===== config.mk =====
export PLATFORM = sky130hd
export DESIGN_NAME = if_fetch_stage_flat
export DESIGN_NICKNAME = d
export VERILOG_FILES = /design/src/rtl/if_fetch_stage_pkg.sv /design/src/rtl/if_fetch_stage_if.sv /design/src/rtl/if_fetch_stage_if_id_reg.sv /design/src/rtl/if_fetch_stage.sv /design/src/flat_wrapper.sv
export SDC_FILE = /design/constraint.sdc
export NUM_CORES = 1
export LEC_CHECK = 0
export ABC_AREA = 1
export ABC_CLOCK_PERIOD_IN_PS = 5300
export BUFFER_PORTS_ARGS = -buffer_cell sky130_fd_sc_hd__buf_4
export CAP_MARGIN = 20
export CORE_MARGIN = 1
export CORE_UTILIZATION = 50
export DETAILED_ROUTE_END_ITERATION = 7
export PLACE_DENSITY = 0.84
export SLEW_MARGIN = 20
export SYNTH_ARGS = -nofsm -noshare
export SYNTH_HDL_FRONTEND = slang
export SYNTH_SLANG_ARGS = --single-unit

===== constraint.sdc =====
create_clock -name clk -period 5.3 [get_ports clk]
set_input_delay 0.265 -clock clk [delete_from_list [all_inputs] [get_ports clk]]
set_output_delay 0.265 -clock clk [all_outputs]
set_load 0.02 [all_outputs]

===== src/rtl/if_fetch_stage_pkg.sv =====
// Shared constants and helpers for the instruction-fetch stage.
// Exception codes and default address map of the fetch unit.
package if_fetch_stage_pkg;

  localparam logic [4:0] EXC_NONE = 5'd0;
  localparam logic [4:0] EXC_ADEL = 5'd4;

  localparam logic [31:0] DEF_PC_RESET    = 32'h0000_3000;
  localparam logic [31:0] DEF_IM_BASE     = 32'h0000_3000;
  localparam logic [31:0] DEF_IM_LIMIT    = 32'h0000_6FFC;
  localparam logic [31:0] DEF_EXC_HANDLER = 32'h0000_4180;

  // Misaligned or outside [base, limit] (unsigned, limit inclusive).
  function automatic logic addr_error(input logic [31:0] pc,
                                      input logic [31:0] base,
                                      input logic [31:0] limit);
    return (pc[1:0] != 2'b00) || (pc < base) || (pc > limit);
  endfunction

endpackage


===== src/rtl/if_fetch_stage_if.sv =====
// Instruction-memory bus between the fetch stage and the instruction memory.
// Combinational read: rdata follows addr in the same cycle.
interface if_fetch_stage_if;

  logic [31:0] i_inst_addr;
  logic [31:0] i_inst_rdata;

  modport master (
    output i_inst_addr,
    input  i_inst_rdata
  );

  modport slave (
    input  i_inst_addr,
    output i_inst_rdata
  );

endinterface


===== src/rtl/if_fetch_stage_if_id_reg.sv =====
// IF/ID pipeline register: flush (bubble) beats load, load beats hold.
// A flush carries the redirect target into the PC field with no instruction.
module if_id_reg
  import if_fetch_stage_pkg::*;
#(
  parameter logic [31:0] PC_RESET = DEF_PC_RESET
) (
  input  logic        clk,
  input  logic        reset,
  input  logic        flush,
  input  logic [31:0] flush_pc,
  input  logic        load,
  input  logic [31:0] pc,
  input  logic [31:0] instr,
  input  logic [4:0]  exc_code,
  input  logic        bd,
  output logic [31:0] id_pc,
  output logic [31:0] id_instr,
  output logic [4:0]  id_exc_code,
  output logic        id_bd
);

  logic [31:0] pc_q;
  logic [31:0] instr_q;
  logic [4:0]  exc_q;
  logic        bd_q;

  always_ff @(posedge clk or posedge reset) begin
    if (reset) begin
      pc_q    <= PC_RESET;
      instr_q <= 32'h0;
      exc_q   <= EXC_NONE;
      bd_q    <= 1'b0;
    end else if (flush) begin
      pc_q    <= flush_pc;
      instr_q <= 32'h0;
      exc_q   <= EXC_NONE;
      bd_q    <= 1'b0;
    end else if (load) begin
      pc_q    <= pc;
      instr_q <= instr;
      exc_q   <= exc_code;
      bd_q    <= bd;
    end
  end

  assign id_pc       = pc_q;
  assign id_instr    = instr_q;
  assign id_exc_code = exc_q;
  assign id_bd       = bd_q;

endmodule


===== src/rtl/if_fetch_stage.sv =====
// Instruction-fetch stage: PC register, fetch address check, IF/ID register
// and a count of instructions accepted into ID.
module if_fetch_stage
  import if_fetch_stage_pkg::*;
#(
  parameter logic [31:0] PC_RESET    = DEF_PC_RESET,
  parameter logic [31:0] IM_BASE     = DEF_IM_BASE,
  parameter logic [31:0] IM_LIMIT    = DEF_IM_LIMIT,
  parameter logic [31:0] EXC_HANDLER = DEF_EXC_HANDLER,
  parameter int unsigned CNT_W       = 32
) (
  input  logic             clk,
  input  logic             reset,
  input  logic             enablePC,
  input  logic [31:0]      NPC,
  input  logic             is_branch_ID,
  input  logic             req,
  input  logic             eret,
  input  logic [31:0]      epc,
  if_fetch_stage_if.master imem,
  output logic [31:0]      IF_PC,
  output logic [31:0]      IF_instr,
  output logic [31:0]      ID_PC,
  output logic [31:0]      ID_instr,
  output logic [4:0]       ID_excCode,
  output logic             ID_BD,
  output logic [CNT_W-1:0] fetch_count
);

  logic [31:0]      pc_q, pc_d;
  logic [CNT_W-1:0] count_q, count_d;
  logic             adel;
  logic [4:0]       if_exc_code;
  logic             flush;
  logic [31:0]      flush_pc;

  // req outranks eret; both outrank the stall.
  assign flush    = req | eret;
  assign flush_pc = req ? EXC_HANDLER : epc;

  always_comb begin
    pc_d = pc_q;
    if (req) begin
      pc_d = EXC_HANDLER;
    end else if (eret) begin
      pc_d = epc;
    end else if (enablePC) begin
      pc_d = NPC;
    end
  end

  always_comb begin
    count_d = count_q;
    if (enablePC && !flush) begin
      count_d = count_q + {{(CNT_W-1){1'b0}}, 1'b1};
    end
  end

  always_ff @(posedge clk or posedge reset) begin
    if (reset) begin
      pc_q    <= PC_RESET;
      count_q <= '0;
    end else begin
      pc_q    <= pc_d;
      count_q <= count_d;
    end
  end

  assign adel        = addr_error(pc_q, IM_BASE, IM_LIMIT);
  assign if_exc_code = adel ? EXC_ADEL : EXC_NONE;

  assign imem.i_inst_addr = pc_q;
  assign IF_PC            = pc_q;
  assign IF_instr         = adel ? 32'h0 : imem.i_inst_rdata;
  assign fetch_count      = count_q;

  if_id_reg #(
    .PC_RESET (PC_RESET)
  ) u_if_id_reg (
    .clk         (clk),
    .reset       (reset),
    .flush       (flush),
    .flush_pc    (flush_pc),
    .load        (enablePC),
    .pc          (pc_q),
    .instr       (IF_instr),
    .exc_code    (if_exc_code),
    .bd          (is_branch_ID),
    .id_pc       (ID_PC),
    .id_instr    (ID_instr),
    .id_exc_code (ID_excCode),
    .id_bd       (ID_BD)
  );

endmodule


===== src/flat_wrapper.sv =====
// flat-port wrapper written by rule: the top's interface ports become plain ports
module if_fetch_stage_flat import if_fetch_stage_pkg::*;
#(
  parameter logic [31:0] PC_RESET    = DEF_PC_RESET,
  parameter logic [31:0] IM_BASE     = DEF_IM_BASE,
  parameter logic [31:0] IM_LIMIT    = DEF_IM_LIMIT,
  parameter logic [31:0] EXC_HANDLER = DEF_EXC_HANDLER,
  parameter int unsigned CNT_W       = 32
)
  (clk, reset, enablePC, NPC, is_branch_ID, req, eret, epc, IF_PC, IF_instr, ID_PC, ID_instr, ID_excCode, ID_BD, fetch_count, imem_i_inst_addr, imem_i_inst_rdata);
  if_fetch_stage_if imem_i ();
  input  logic clk;
  input  logic reset;
  input  logic enablePC;
  input  logic [31:0] NPC;
  input  logic is_branch_ID;
  input  logic req;
  input  logic eret;
  input  logic [31:0] epc;
  output logic [31:0] IF_PC;
  output logic [31:0] IF_instr;
  output logic [31:0] ID_PC;
  output logic [31:0] ID_instr;
  output logic [4:0] ID_excCode;
  output logic ID_BD;
  output logic [CNT_W-1:0] fetch_count;
  output wire logic [$bits(imem_i.i_inst_addr)-1:0] imem_i_inst_addr;
  input wire logic [$bits(imem_i.i_inst_rdata)-1:0] imem_i_inst_rdata;
  assign imem_i_inst_addr = imem_i.i_inst_addr;
  assign imem_i.i_inst_rdata = imem_i_inst_rdata;
  if_fetch_stage #(.PC_RESET(PC_RESET), .IM_BASE(IM_BASE), .IM_LIMIT(IM_LIMIT), .EXC_HANDLER(EXC_HANDLER), .CNT_W(CNT_W)) u_core (.clk(clk), .reset(reset), .enablePC(enablePC), .NPC(NPC), .is_branch_ID(is_branch_ID), .req(req), .eret(eret), .epc(epc), .imem(imem_i), .IF_PC(IF_PC), .IF_instr(IF_instr), .ID_PC(ID_PC), .ID_instr(ID_instr), .ID_excCode(ID_excCode), .ID_BD(ID_BD), .fetch_count(fetch_count));
endmodule

# After elaboration in Yosys (flattened, before gate mapping)
# Cells that the tools add are included.
[classes] n_bitwise=1 eq_ne=0 multipliers=0 n_mux=14 n_lt_le_gt_ge=2 shifts=0 div=0 reduce_logical=7 n_addsub=1
[ops] operator="two-way mux 32 bit" count=9
[ops] operator="adder 32 x 1 -> 32 bit (second input constant)" count=1
[ops] operator="> comparator 32 x 15 -> 1 bit (second input constant)" count=1
[ops] operator="< comparator 32 x 14 -> 1 bit (second input constant)" count=1
[ops] operator="two-way mux 5 bit" count=2
[ops] operator="nonzero test 2 bit" count=2
[ops] operator="two-way mux 3 bit" count=1
[ops] operator="nonzero test 3 bit" count=1
[ops] operator="logical OR 1 bit" count=2
[ops] operator="two-way mux 1 bit" count=2
[ops] operator="logical AND 1 bit" count=1
[ops] operator="logical NOT 1 bit" count=1
[ops] operator="bitwise OR 1 bit" count=1
[word_totals] n_memories=0 output_inout_bits=198 latchBits=0 mem_bits_rw=0 input_bits=102 reg_bits=134 mem_bits_ro=0

# Depth between registers and ports, before layout
# Gate-level depths: netlist of the first run.
[depth] ltp_word=6 ltp_mapped=9 mapped_depth_nobuf=8

# Modules after synthesis
# From an unflattened synthesis of the first run, not the netlist that was laid out.
[hier_totals] cells_unflattened=912 hier_area_um2=7010.5
[by_module_without_submodules] module="if_fetch_stage" cells_per_inst=571 n_inst=1 area_each_um2=4025.1 seq_area_each_um2=1604.0
[by_module_without_submodules] module="if_id_reg" cells_per_inst=341 n_inst=1 area_each_um2=2985.4 seq_area_each_um2=1754.2

# Worst setup path after synthesis of the first run
# OpenSTA, ideal clock, no wires.
[synth_path] path_type="flip-flop to output port" start="register u_core.pc_q[13], in the netlist u_core.IF_PC[13]" end="output port IF_instr[10]" arrival_ns=1.535 stages_incl_launch_ff=8 slack_ns=3.500 required_time_ns=5.035 path_cell_list="dfstp_2 -> nand2_1 -> nand2_1 -> nand3_1 -> nor2_2 -> inv_2 -> buf_2 -> nor2_1"
[synth_between] elab_chain_len=4
[synth_rtl] item="start, declared" line="if_fetch_stage.sv:30" text="logic [31:0] pc_q, pc_d;"
[synth_rtl] item="start signal, assigned" line="if_fetch_stage.sv:64" text="pc_q <= pc_d;"
[synth_rtl] item="< comparator 32 x 14 -> 1 bit" line="if_fetch_stage_pkg.sv:17" text="return (pc[1:0] != 2'b00) || (pc < base) || (pc > limit);"
[synth_rtl] item="logical OR 1 bit" line="if_fetch_stage_pkg.sv:17"
[synth_rtl] item="logical OR 1 bit *" line="if_fetch_stage_pkg.sv:17"
[synth_rtl] item="two-way mux 32 bit *" line="if_fetch_stage.sv:74" text="assign IF_instr = adel ? 32'h0 : imem.i_inst_rdata;"
[synth_rtl] item="end, declared" line="flat_wrapper.sv:21" text="output logic [31:0] IF_instr;"
# Mark *: on every way between the ends. The rest lies on a longest branch, timed or not.

# Worst setup path after layout of the first run
[layout_path] start="register u_core.pc_q[16], in the netlist u_core.IF_PC[16]" end="output port IF_instr[14]"
# Same word-level chain as after synthesis.

==> metrics, run 1 <==
status=finished, final reports clean; worst slew pin tran=0.9266 ns; GRT met2 Usage=47.98%; I/O Buffers=295; layout cells sized above 1=31.63%; final setup violation count=0; Combinational Power Share=18.9%; cts-stage hold buffer count=1; Req. time, crit path=5.04 ns; drt drc=0; fraction of registers with async set or reset after synthesis=100.0%; max cap viols=0; f_max=358.5 MHz; P_sw=0.0007944 W; 1st-iter DRT viols=563; Avg Cell Area, Syn=7.947 um2; Syn Inst Count=854; Top Usage Layer GRT=met2; crit end category=primary output; final period utilization=52.64%; multi-input logic area=0.002635 mm2; insertion delay to the later sink of the worst-skew pair=0.42 ns; initial antenna violation count=0; switching share of power=29.60%; Root Driver=clkbuf_16; Final Hold Fails=0; die footprint=0.01404 mm2; total wire length=19990 um; worst relative slew slack=38.08%; Final #Nets=1206; Total Routing Usage GR=28.90%; mapped cell area=0.006787 mm2; Post-CTS Resized=0; Seq pwr share=41.9%; first-pass GRT wire length=31750 um; slowest cell on the critical path=dfrtp_1; power density cells=287.1 mW/mm2; commonest cells after routing, fill and taps aside=buf_4 (299), nand2_1 (189), dfrtp_1 (126); maximum vdd drop=193.8 uV; CTS max path bufs=2; CP max FO=34; Leak=5.176 nW; Arrival @ worst endpoint=2.52 ns; GR Util met1=36.81%; clock power share=39.2%; Filler cells=1081; routed vias=6652; Yosys Warn Count=0; most common cell after layout, fill and taps aside=buf_4; Netlist cell types=33; wire length per cell=15.47 um; placed inst area=0.008810 mm2; total core area=0.01324 mm2; Tmin final=2.790 ns; TritonCTS clock tree=built; CP max stage delay=0.45 ns; vias in the first global route=6241; Min-Delay Path Class=in -> reg; IO Count=300; clk sinks=130; Clock Skew=0.009450 ns; RSZ-0062 raised after global routing=no; fin area=0.009349 mm2; area delta synth->final=37.76%; Post-synth EDFFs=0; pin count of the biggest net entering global routing=71; internal power=0.001889 W; CP dominant cell by count=nor2_1; type of origin of the critical path=flop; Post-CTS Setup Inserts=0; site row count=42; CTS Buf Count=17; Total Neg Setup Slack=0 ns; Seq. cell area=0.003258 mm2; RePlAce Congestion=0.8926; Horiz. Die Dim=118.5 um; Slew Limit Fails=0; drt via density=5.149; ANT nets after route=0; Final Power=0.002684 W; met3 usage=6.371%; Seq/Total Area, Yosys=48.01%; Initial Utilization=51.25%; Die Y=118.5 um; grt ovf=0; dpl hpwl=14320 um; H-tree levels=4; ys flop type=dfrtp_1; clock-pin transition on the worst setup and hold timing paths=0.06 ns; critical path class=reg -> out; first-pass detailed-route iteration total=5; Synth Register Bits=130; CP Cell Sequence=nor2_1, nand3_1, nor2_1, nand2_1, nor2_2, buf_4, inv_2, nor2_1, buf_4; number of antenna diodes=0
power groups by stage:
stage                     clock network [W]  registers, W  logic, W
final                               0.00105       0.00113  0.000507
after global routing                0.00111       0.00113  0.000544
after CTS                           0.00107       0.00112  0.000510
after detailed placement                  0       0.00114  0.000507
after global placement                    0       0.00114  0.000500
after floorplan                           0       0.00120  0.000220
kinds of logic after synthesis:
logic type | after synthesis | synth area share [%]
simple gates | 406 | 26.12
buf+inv | 192 | 13.33
flops | 130 | 48.01
compound gates | 90 | 7.633
xor+xnor | 19 | 2.452
mux | 15 | 2.212
fa+ha+maj | 1 | 0.1843
other cells | 1 | 0.05526
cell usage after synthesis (all sizes together), types with 10 or more instances:
cell type	instances	area share, %
a21oi	33	2.4
buf	64	6.3
dfrtp	126	46
inv	119	6.6
mux2i	15	2.2
nand2	192	11
nand3	85	6.5
nand4	12	1.1
nor2	108	6.8
o211ai	16	1.8
o21ai	23	1.7
o22ai	15	1.4
xnor2	10	1.3
routing by layer:
layer / wire length (um) / vias to the layer above
li1: - / 3174
met1: 8148 / 3151
met2: 10010 / 292
met3: 1385 / 35
met4: 446 / 0
met5: 0 / -
critical path, delay by kind of cell, from the launching register on:
| kind | cells | cell delay, ns |
|---|---|---|
| simple gates | 6 | 0.81 |
| buf+inv | 3 | 0.83 |
| flops | 1 | 0.45 |
sequential cells by signal, summed over array words and instances, names as in the netlist:
name and cells:
u_core.u_if_id_reg.id_exc_code 1, u_core.IF_PC 32, u_core.fetch_count 32, u_core.u_if_id_reg.id_pc 32, u_core.u_if_id_reg.id_bd 1, u_core.u_if_id_reg.id_instr 32
worst paths after layout:
kind | startpoint | end | slack (ns) | cells after the start
worst max register to register | u_core.IF_PC[16] | u_core.u_if_id_reg.id_instr[26] | 3.63 | 8
worst min register to register | u_core.u_if_id_reg.id_instr[19] | u_core.u_if_id_reg.id_instr[19] | 0.48 | 2
worst min-delay path | NPC[12] | u_core.IF_PC[12] | 0.07 | 3
worst max-delay path | u_core.IF_PC[16] | IF_instr[14] | 2.51 | 9
max in group asynchronous | reset | u_core.u_if_id_reg.id_instr[20] | 3.48 | 4
min in group asynchronous | reset | u_core.u_if_id_reg.id_instr[6] | 0.47 | 3
cell type report:
class	instances	area share, %
clock buffers	23	5.005
flip-flops and latches	130	34.85
well taps	176	2.355
repair buffers	300	24.12
inverters	119	4.831
clock inverters	9	0.6558
multi-input cells	535	28.19
through the flow:
stage                     hold slack (ns)  instances  setup slack [ns]  util (%)
after floorplan                    0.3726        857             1.572         -
after global placement             0.3639       1259             2.193     66.52
after detailed placement           0.3677       1259             2.581     66.52
after CTS                         0.06102       1292             2.530     70.60
after global routing              0.07339       1292             2.343     70.60
final                             0.07496       1292             2.510     70.60
Note: power is estimated with default switching activity, not from simulation.
==> inputs of run 2 (changes only) <==
--- a/config.mk
+++ b/config.mk
@@ -6,13 +6,13 @@
 export NUM_CORES = 1
 export LEC_CHECK = 0
 export ABC_AREA = 1
-export ABC_CLOCK_PERIOD_IN_PS = 5300
+export ABC_CLOCK_PERIOD_IN_PS = 2450
 export BUFFER_PORTS_ARGS = -buffer_cell sky130_fd_sc_hd__buf_4
 export CAP_MARGIN = 20
 export CORE_MARGIN = 1
-export CORE_UTILIZATION = 50
+export CORE_UTILIZATION = 43
 export DETAILED_ROUTE_END_ITERATION = 7
-export PLACE_DENSITY = 0.84
+export PLACE_DENSITY = 0.77
 export SLEW_MARGIN = 20
 export SYNTH_ARGS = -nofsm -noshare
 export SYNTH_HDL_FRONTEND = slang
==> constraint.sdc (replaced) <==
create_clock -name clk -period 2.45 [get_ports clk]
set_input_delay 0.1225 -clock clk [delete_from_list [all_inputs] [get_ports clk]]
set_output_delay 0.1225 -clock clk [all_outputs]
set_load 0.02 [all_outputs]
==> metrics, run 2 (synthesis results as in run 1) <==
Tmin final=2.250 ns; status=finished, final reports clean; dpl hpwl=14350 um; maximum vdd drop=432.5 uV; critical path class=reg -> out; vias in the first global route=6655; f_max=444.4 MHz; CP max FO=32; Total Neg Setup Slack=0 ns; insertion delay to the later sink of the worst-skew pair=0.42 ns; total wire length=21570 um; Total Routing Usage GR=26.60%; initial antenna violation count=0; 1st-iter DRT viols=381; Arrival @ worst endpoint=2.13 ns; drt drc=0; Req. time, crit path=2.33 ns; worst relative slew slack=47.44%; Die Y=127.6 um; Slew Limit Fails=0; clock-pin transition on the worst setup and hold timing paths=0.06 ns; IO Count=300; worst slew pin tran=0.7885 ns; type of origin of the critical path=flop; Initial Utilization=44.31%; pin count of the biggest net entering global routing=131; H-tree levels=4; worst reg2reg startpoint=u_core.IF_PC[13]; grt ovf=0; clk sinks=130; Min-Delay Path Class=in -> reg; final setup violation count=0; die footprint=0.01629 mm2; Horiz. Die Dim=127.6 um; routed vias=6928; first-pass detailed-route iteration total=5; I/O Buffers=295; commonest cells after routing, fill and taps aside=buf_4 (301), nand2_1 (189), dfrtp_1 (126); RePlAce Congestion=0.8849; Final Hold Fails=0; area delta synth->final=50.39%; site row count=45; drt via density=4.931; Leak=5.527 nW; TritonCTS clock tree=built; total core area=0.01531 mm2; Finished Layout Cells=1405; most common cell after layout, fill and taps aside=buf_4; Post-CTS Setup Inserts=0; dpl cells=1298; number of cells on the worst hold path=3; Root Driver=clkbuf_16; RSZ-0062 raised after global routing=no; power density cells=586.6 mW/mm2; number of antenna diodes=0; crit end category=primary output; Critical path origin=u_core.IF_PC[13]; CTS Buf Count=17; Hold Startpoint=NPC[15]; wire length per cell=15.35 um; ANT nets after route=0; Core Util, Final=66.64%; max cap viols=0; Final #Nets=1284; layout cells sized above 1=29.98%; Clock Skew=0.008315 ns; R2R depth=7; final period utilization=91.84%; first-pass GRT wire length=33800 um; CTS max path bufs=2
## run 2: changes by cell type in the layout (fill, tap and decap cells not counted), moves of 2 or more
cell / previous run / this run
clkbuf_1: 4 / 2
dlygate4sd3_1: 1 / 75
inv_6: 2 / 0
clkbuf_8: 2 / 0
buf_12: 0 / 2
clkinv_4: 0 / 4
buf_4: 299 / 301
## run 2: per-stage QoR
| stage | area [um2] | worst slack [ns] | hold slack [ns] | total power (W) |
|---|---|---|---|---|
| after floorplan | 6802 | 0.7215 | 0.2301 | 0.003082 |
| after global routing | 10210 | 0.07410 | 0.02807 | 0.006224 |
| after global placement | 8907 | 0.7236 | 0.3507 | 0.003550 |
| after detailed placement | 8907 | 0.6620 | 0.3513 | 0.003568 |
| after CTS | 10210 | 0.2131 | 0.0003283 | 0.006014 |
| final | 10210 | 0.1999 | 0.01492 | 0.005987 |
## run 2: worst max-delay path: stages, from the launching register on
cell	delay, ns
dfstp_2	0.60
nand2_1	0.07
nand2_1	0.06
nand3_1	0.14
nor2_2	0.21
inv_2	0.24
nor2_1	0.22
buf_4	0.17
## run 2: worst paths after layout
path                       slack, ns                              end
min                             0.01                 u_core.IF_PC[15]
min in group asynchronous       0.43  u_core.u_if_id_reg.id_instr[29]
max in group asynchronous       1.36     u_core.u_if_id_reg.id_pc[30]
min reg2reg                     0.48  u_core.u_if_id_reg.id_instr[16]
max reg2reg                     0.71  u_core.u_if_id_reg.id_instr[11]
max                             0.20                     IF_instr[14]
## run 2: power breakdown
| group | switching (W) | leakage (nW) | internal, W |
|---|---|---|---|
| sequential | 0.000147 | 1.68 | 0.00229 |
| clock | 0.000945 | 0.259 | 0.00139 |
| combinational | 0.000670 | 3.58 | 0.000547 |
## run 2: what timing repair did
item                      4_1_cts  5_1_grt
hold endpoints to repair      188        0
resized for setup               0        0
hold buffers                   75        0
## run 2: area by class of cell
class                           instances  area (um2)
Sequential cell                       130        3258
Tap cell                              211       264.0
Multi-Input combinational cell        535        2635
Clock inverter                         13       115.1
Fill cell                            1282        5109
Timing Repair Buffer                  378        3050
Clock buffer                           19       432.9
Inverter                              119       450.4
## run 2: metal layers
layer  wire length (um)  GRT usage [%]  up-vias
met3               1286          5.611       55
met4                701          12.73        0
met5                  0              0        -
met2              10960          46.03      290
met1               8623          31.57     3270
li1                   -              -     3313
==> inputs of run 3 (changes only) <==
--- a/config.mk
+++ b/config.mk
@@ -6,8 +6,8 @@
 export NUM_CORES = 1
 export LEC_CHECK = 0
 export ABC_AREA = 1
-export ABC_CLOCK_PERIOD_IN_PS = 2450
-export BUFFER_PORTS_ARGS = -buffer_cell sky130_fd_sc_hd__buf_4
+export ABC_CLOCK_PERIOD_IN_PS = 1800
+export BUFFER_PORTS_ARGS = -buffer_cell sky130_fd_sc_hd__buf_2
 export CAP_MARGIN = 20
 export CORE_MARGIN = 1
 export CORE_UTILIZATION = 43
==> constraint.sdc (replaced) <==
create_clock -name clk -period 1.8 [get_ports clk]
set_input_delay 0.09 -clock clk [delete_from_list [all_inputs] [get_ports clk]]
set_output_delay 0.09 -clock clk [all_outputs]
set_load 0.02 [all_outputs]
==> metrics, run 3 (synthesis results as in run 1) <==
first-pass GRT wire length=35340 um; failing checks=negative setup slack; insertion delay to the later sink of the worst-skew pair=0.42 ns; worst relative slew slack=58.68%; worst reg2reg startpoint=u_core.IF_PC[13]; Final Hold Fails=0; GR Util met1=31.67%; Root Driver=clkbuf_16; internal power=0.006172 W; R2R depth=8; site row count=45; Horiz. Die Dim=127.6 um; Placement Setup Slack=0.02605 ns; Leak=5.556 nW; vias in the first global route=7101; Arrival @ worst endpoint=1.93 ns; number of cells on the worst hold path=3; IO Count=300; Tmin final=2.021 ns; critical path class=reg -> out; worst slew pin tran=0.6183 ns; CTS Buf Count=17; worst path buffer plus inverter count=3; 1st-iter DRT viols=682; CP max stage delay=0.55 ns; P_sw=0.002400 W; area delta synth->final=47.90%; Req. time, crit path=1.71 ns; met3 usage=7.621%; switching share of power=28.00%; TritonCTS clock tree=built; Die Y=127.6 um; final period utilization=112.3%; die footprint=0.01629 mm2; maximum vdd drop=617.1 uV; most common cell after layout, fill and taps aside=buf_2; max cap viols=0; first-pass detailed-route iteration total=6; CP max FO=16; RePlAce Congestion=0.8816; Combinational Power Share=18.2%; initial antenna violation count=3; Seq pwr share=38.4%; clock-pin transition on the worst setup and hold timing paths=0.06 ns; drt via density=5.155; GRT met2 Usage=46.16%; f_max=494.7 MHz; total wire length=23580 um; Top Usage Layer GRT=met2; Min-Delay Path Class=in -> reg; reg2reg setup slack=0.09 ns; ANT nets after route=0; dpl hpwl=14260 um; Total Neg Setup Slack=-4.678 ns; H-tree levels=4; end of the worst hold path=u_core.IF_PC[22]; power density cells=854.1 mW/mm2; crit end category=primary output; Final Power=0.008572 W; Final #Nets=1305; clk sinks=130; fin area=0.01004 mm2; pin count of the biggest net entering global routing=74; r2r endpoint=u_core.u_if_id_reg.id_instr[29]; critical path's top delay family=simple AND/OR/NAND/NOR gates; commonest cells after routing, fill and taps aside=buf_2 (263), nand2_1 (188), dfrtp_1 (124); slowest cell on the critical path=dfstp_2; Core Util, Final=65.54%; wire length per cell=16.51 um; Hold Startpoint=NPC[22]; placed inst area=0.008214 mm2; Clock Skew=0.01131 ns; layout cells sized above 1=33.33%; CTS max path bufs=2; grt ovf=0; Initial Utilization=44.31%; clock power share=43.4%; final setup violation count=32; total core area=0.01531 mm2; Slew Limit Fails=0; type of origin of the critical path=flop; fin worst setup slack=-0.2213 ns; CP Cell Sequence=nand2_1, nand2_1, nand3_2, nor2_4, buf_12, inv_8, nor2_4, buf_6; status=finished with violations; RSZ-0062 raised after global routing=yes; routed vias=7362; drt drc=0; Total Routing Usage GR=27.80%; I/O Buffers=295
[run 3: cell types whose count changed in the layout (fill, tap and decap cells not counted), sizes merged]
cell         delta
buf            +15
bufinv          +3
clkbuf          +4
clkinv          -4
clkinvlp        -3
diode           +2
dlygate4sd3     +5
inv             +1
[run 3: what timing repair did]
| action | 4_1_cts | 5_1_grt |
|---|---|---|
| resized for setup | 55 | 43 |
| buffers inserted | 6 | 3 |
| gates cloned | 1 | 0 |
| pin swaps | 5 | 1 |
| hold buffers | 80 | 0 |
| hold endpoints to repair | 190 | 0 |
| setup endpoints to repair | 32 | 66 |
[run 3: through the flow]
stage	hold slack, ns	cells
after floorplan	0.1976	857
after global placement	0.2349	1304
after detailed placement	0.2396	1304
after CTS	0.007183	1423
after global routing	0.01950	1427
final	0.01823	1428
[run 3: power by group through the flow]
stage	registers (W)	clock network [W]	logic [W]
global route	0.00332	0.00391	0.00168
global placement	0.00333	0	0.00130
detailed placement	0.00334	0	0.00132
finish	0.00329	0.00372	0.00156
CTS	0.00329	0.00376	0.00151
floorplan	0.00355	0	0.000647
[run 3: how the worst max path moves through the flow]
stage | start | endpoint | slack [ns] | depth (start not counted)
2_1_floorplan | reset | u_core.IF_PC[0] | 0.10 | 1
5_1_grt | u_core.IF_PC[13] | IF_instr[30] | -0.47 | 8
6_report | u_core.IF_PC[13] | IF_instr[19] | -0.22 | 8
3_3_place_gp | u_core.IF_PC[13] | u_core.u_if_id_reg.id_exc_code[2] | 0.09 | 6
3_5_place_dp | u_core.IF_PC[12] | IF_instr[4] | 0.03 | 7
4_1_cts | u_core.IF_PC[28] | IF_instr[3] | -0.12 | 9
[run 3: per-layer routing]
layer	share of wire [%]	vias up	wire length, um
met5	0.034	-	8
met4	4.8	2	1129
met1	39	3500	9108
li1	-	3367	-
met2	49	378	11630
met3	7.2	115	1705
[run 3: worst reg2reg max path: cells and delay by family (launching register included)]
kind	cells	cell delay, ns
buffers and inverters	2	0.42
DFF	1	0.55
and+or+nand+nor	6	0.68
[run 3: layout make-up]
class                      count  area (um2)
antenna                        2       5.005
inverter                     119       462.9
timing repair inverter         1       11.26
multi-input combinational    535        2748
clock buffer                  23       488.0
tap                          211       264.0
clock inverter                 9       151.4
timing repair buffer         398        2646
sequential                   130        3261
fill                        1162        5278
